`src/rtl/pipo_reg_arbiter.sv`:
```
// Round-robin write arbiter/sequencer for a PIPO register whose DFF cells lack a load enable.
// Define PIPO_ARB_VERIFY_EN to add the CHECK state with readback compare and err reporting.
module pipo_reg_arbiter #(
   parameter int WIDTH = 4,
   parameter int NREQ  = 3
) (
   input  logic                  clk,
   input  logic                  reset,
   input  logic [NREQ-1:0]       req,
   input  logic [NREQ*WIDTH-1:0] wdata,
   output logic [NREQ-1:0]       gnt,
   output logic [NREQ-1:0]       ack,
   output logic                  err,
   output logic                  busy,
   output logic [WIDTH-1:0]      reg_d,
   input  logic [WIDTH-1:0]      reg_q
);
   localparam int PW = $clog2(NREQ);

   localparam logic [1:0] ST_IDLE  = 2'd0;
   localparam logic [1:0] ST_WRITE = 2'd1;
`ifdef PIPO_ARB_VERIFY_EN
   localparam logic [1:0] ST_CHECK = 2'd2;
`endif

   logic [1:0]      state_q, state_d;
   logic [PW-1:0]   ptr_q, ptr_d;
   logic [WIDTH-1:0] data_q, data_d;
   logic [NREQ-1:0] gnt_q, gnt_d;
   logic [NREQ-1:0] ack_q, ack_d;
   logic            busy_q, busy_d;

   logic [PW:0]     pick_s;
   logic            found_s;
   logic [PW-1:0]   sel_s;
   logic [NREQ-1:0] onehot_s;

   // Returns {found, index} of the first set request after pointer p, wrapping modulo NREQ.
   function automatic logic [PW:0] rr_pick(input logic [NREQ-1:0] r, input logic [PW-1:0] p);
      logic          found;
      logic [PW-1:0] sel;
      int            idx;
      found = 1'b0;
      sel   = '0;
      for (int k = 1; k <= NREQ; k++) begin
         idx = (int'(p) + k) % NREQ;
         if (!found && r[idx]) begin
            found = 1'b1;
            sel   = PW'(idx);
         end
      end
      return {found, sel};
   endfunction

   assign pick_s   = rr_pick(req, ptr_q);
   assign found_s  = pick_s[PW];
   assign sel_s    = pick_s[PW-1:0];
   assign onehot_s = {{(NREQ-1){1'b0}}, 1'b1} << sel_s;

   // Next-state, arbitration and output-register computation.
   always_comb begin
      state_d = state_q;
      ptr_d   = ptr_q;
      data_d  = data_q;
      gnt_d   = gnt_q;
      ack_d   = '0;
      case (state_q)
         ST_IDLE: begin
            if (found_s) begin
               state_d = ST_WRITE;
               ptr_d   = sel_s;
               data_d  = wdata[int'(sel_s)*WIDTH +: WIDTH];
               gnt_d   = onehot_s;
`ifndef PIPO_ARB_VERIFY_EN
               ack_d   = onehot_s;
`endif
            end else begin
               state_d = ST_IDLE;
            end
         end
         ST_WRITE: begin
`ifdef PIPO_ARB_VERIFY_EN
            state_d = ST_CHECK;
            ack_d   = gnt_q;
`else
            state_d = ST_IDLE;
            gnt_d   = '0;
`endif
         end
`ifdef PIPO_ARB_VERIFY_EN
         ST_CHECK: begin
            state_d = ST_IDLE;
            gnt_d   = '0;
         end
`endif
         default: begin
            state_d = ST_IDLE;
            gnt_d   = '0;
         end
      endcase
      busy_d = (state_d != ST_IDLE);
   end

   // State and output registers; reset also aborts any in-flight write.
   always_ff @(posedge clk or posedge reset) begin
      if (reset) begin
         state_q <= ST_IDLE;
         ptr_q   <= PW'(NREQ - 1);
         data_q  <= '0;
         gnt_q   <= '0;
         ack_q   <= '0;
         busy_q  <= 1'b0;
      end else begin
         state_q <= state_d;
         ptr_q   <= ptr_d;
         data_q  <= data_d;
         gnt_q   <= gnt_d;
         ack_q   <= ack_d;
         busy_q  <= busy_d;
      end
   end

   // Outside WRITE the cells re-capture their own Q, since they have no load enable.
   assign reg_d = (state_q == ST_WRITE) ? data_q : reg_q;
   assign gnt   = gnt_q;
   assign ack   = ack_q;
   assign busy  = busy_q;

`ifdef PIPO_ARB_VERIFY_EN
   // Readback is only valid during CHECK, so err is decoded from flop outputs alone.
   assign err = (state_q == ST_CHECK) && (reg_q != data_q);
`else
   assign err = 1'b0;
`endif
endmodule

```
`config.mk`:
```
export PLATFORM = sky130hd
export DESIGN_NAME = pipo_reg_arbiter
export DESIGN_NICKNAME = d
export VERILOG_FILES = /design/src/rtl/pipo_reg_arbiter.sv
export SDC_FILE = /design/constraint.sdc
export NUM_CORES = 1
export LEC_CHECK = 0
export ABC_CLOCK_PERIOD_IN_PS = 2200
export BUFFER_PORTS_ARGS = -buffer_cell sky130_fd_sc_hd__buf_4
export CAP_MARGIN = 20
export CORE_ASPECT_RATIO = 0.7
export CORE_MARGIN = 5
export CORE_UTILIZATION = 46
export CTS_CLUSTER_SIZE = 40
export DETAILED_ROUTE_END_ITERATION = 8
export PLACE_DENSITY = 0.73
export SYNTH_ARGS = -nofsm -noshare
export SYNTH_HDL_FRONTEND = slang
export SYNTH_SLANG_ARGS = --single-unit
```
`constraint.sdc`:
```
create_clock -name clk -period 2.2 [get_ports clk]
set_input_delay 0.44 -clock clk [delete_from_list [all_inputs] [get_ports clk]]
set_output_delay 0.44 -clock clk [all_outputs]
set_load 0.1 [all_outputs]
```
==> flow_summary.toml <==
[outcome]
status = "complete, no violations"

[clock_tree]
clk_pin_slew_ps = 80
clkSinkCount = 13
cts_buffers = 3
tritoncts = "yes"
cts_hold_buf = 0
clk-insertion-delay-late_ps = 280
ctsHtreeMaxLevel = 1
cts_root_buffer = "clkbuf_4"
cts_setup_buffers = 0
clockBufferDepth = 2

[floorplan]
die_area_um2 = 3290
pin_count = 33
dieWidth_um = 66.4
start_util = 0.480
num_rows = 14
die_y_um = 49.5
coreArea_um2 = 2140

[grt]
busiest_layer = "met2"
overflow = 0
gr-usage-met2 = 0.269
grt_use_met3 = 0.0364
grt_pass1_vias = 959
met1_usage = 0.223
grt_pass1_wl_um = 4230
antenna_found_initial = 0
grt.total_usage = 0.164
grt_max_degree = 14

[sta]
min_period_ps = 2110
min_period_over_period = 0.959
finalSetupViolCount = 0
final_max_slew_viol_count = 0
rsz0062_at_grt = "false"
setup_slack_ps = 89.3
finalClockSkew_ps = 4.25
hold_viol = 0
max_freq_ghz = 0.474

[placement]
placed_cell_area_um2 = 1330
dp_cells = 182
numPortBuffers = 31
place_congestion = 0.934
dp_hpwl_um = 2070
post-place-ws_ps = -56.9

[cells_and_area]
area_growth_pct = 38.1
drive_above_1_share = 0.461
fin_nets = 180
final_cell_count_no_fill = 186
fillerInstances = 181
num_antenna_cells = 0
final_core_util = 0.662
final_area_um2 = 1420

[setup_path]
crit_fanout = 9
worst_ep_required_time_ps = 2400
cp-end-kind = "flip-flop"
crit_type = "flip-flop to flip-flop"
cp-start-kind = "flip-flop"
arrival_ps = 2310

[hold_path]
worstHoldPathType = "primary input to async pin"

[logic_synthesis]
synth_enable_flop_cells = 0
yosysUniqueCellTypes = 39
async_flop_share = 1.00
syn_area_per_cell_um2 = 9.07
syn-instance-count = 113
synth_ff_type = "dfrtp_1"
synth_top_cell_by_area = "dfrtp_1"
netlist_area_um2 = 1020
synth-seq-cells = 13
yosys_warnings = 0
synth_fp_nets = 138
yosysSeqAreaShare = 0.319
yosysTopAreaCellShare = 0.293
yosys-top-cells-area = "dfrtp_1 29%, a21o_1 5.1%, ha_1 4.9%, buf_6 4.4%, mux2_2 4.4%"

[route]
drc = 0
avgRoutedWirePerCell_um = 13.9
drtAntennaViolNets = 0
drt_iter0_drc = 28
drtPass1Iterations = 4
drt_wl_total_um = 2580
vias_per_cell = 5.11
via_count = 951

[run]
cap_violations = 0
## through the flow
stage	setup TNS, ps	hold WS, ps
final	0	178
after global routing	0	226
after CTS	0	194
after detailed placement	-182	476
after global placement	0	470
after floorplan	0	316
## final timing paths
kind | start | to | slack, ps | cells past startpoint
min in group clk | wdata[10] | data_q[2] | 420 | 3
hold reg to reg | gnt[0] | gnt[0] | 490 | 1
setup reg to reg | ptr_q[1] | data_q[0] | 90 | 9
hold / removal | reset | data_q[3] | 180 | 2
setup / recovery | ptr_q[1] | data_q[0] | 90 | 9
max in group asynchronous | reset | ptr_q[1] | 1670 | 2
## worst max-delay path, stage by stage, from the launching register on
cell	delay, ps
dfstp_2	550
inv_1	60
ha_2	230
nand2b_1	210
a21o_1	180
a21oi_1	190
o211a_4	270
buf_4	150
nand2_1	50
a31oi_1	150
## area by class of cell
class | count | area (µm²) | share of cell area
Inverter | 6 | 22.5 | 0.0159
Clock buffer | 4 | 26.3 | 0.0186
Timing Repair Buffer | 44 | 330 | 0.233
Tap cell | 32 | 40.0 | 0.0283
Multi-Input combinational cell | 87 | 668 | 0.472
Sequential cell | 13 | 328 | 0.232
## routing by layer
layer / part of all wire / vias up / wire length (µm)
li1: - / 479 / -
met1: 0.47 / 440 / 1210
met2: 0.48 / 29 / 1240
met3: 0.048 / 3 / 123
met4: 0.0035 / 0 / 9
met5: 0 / - / 0
## flip-flops by register name (all words and copies together) (netlist names)
signal,count
gnt,3
ptr_q,2
ack,3
state_q,1
data_q,4
## cell usage after synthesis, drive strengths merged (2+ instances only)
master / instances
o21ai: 9
a211oi: 2
nand2: 12
nand3: 5
nor2: 8
a31oi: 4
a22o: 2
inv: 6
nor3: 2
nor4: 2
dfrtp: 12
nand2b: 3
buf: 6
a22oi: 2
mux2i: 4
a21oi: 4
ha: 4
a21o: 7
mux2: 4
nor2b: 3
## cell families (layout without fill, tap and decap cells)
family,after synthesis,after routing,synth area share
other,1,1,0.00366
buffers and inverters,13,54,0.0842
AO/OA/AOI/OAI,33,33,0.222
multiplexers,8,8,0.0952
AND/OR/NAND/NOR,41,41,0.227
adder cells (fa/ha/maj),4,4,0.0488
flip-flops,13,13,0.319
## layout by cell type, fill, tap and decap left out, types with 2 or more instances in the layout
master,count
nor2_1,7
nand2_1,11
dfrtp_1,11
ha_2,2
nand3_1,5
o21ai_1,3
a21oi_1,2
clkbuf_4,3
a22o_1,2
nor2b_1,2
buf_4,44
a21o_1,7
mux2_2,4
mux2i_1,2
nand2b_1,2
o21ai_0,6
a31oi_1,4
ha_1,2
a21oi_2,2
nor4_4,2
inv_1,6
## timing repair
item,4_1_cts,5_1_grt
gates resized for setup,3,9
endpoints found under the setup margin,6,11
pin swaps,0,3
cloned,0,0
Power is left out: the tool's default activity adds up to more than one toggle a clock period on the data nets, which glitch-free logic cannot reach.
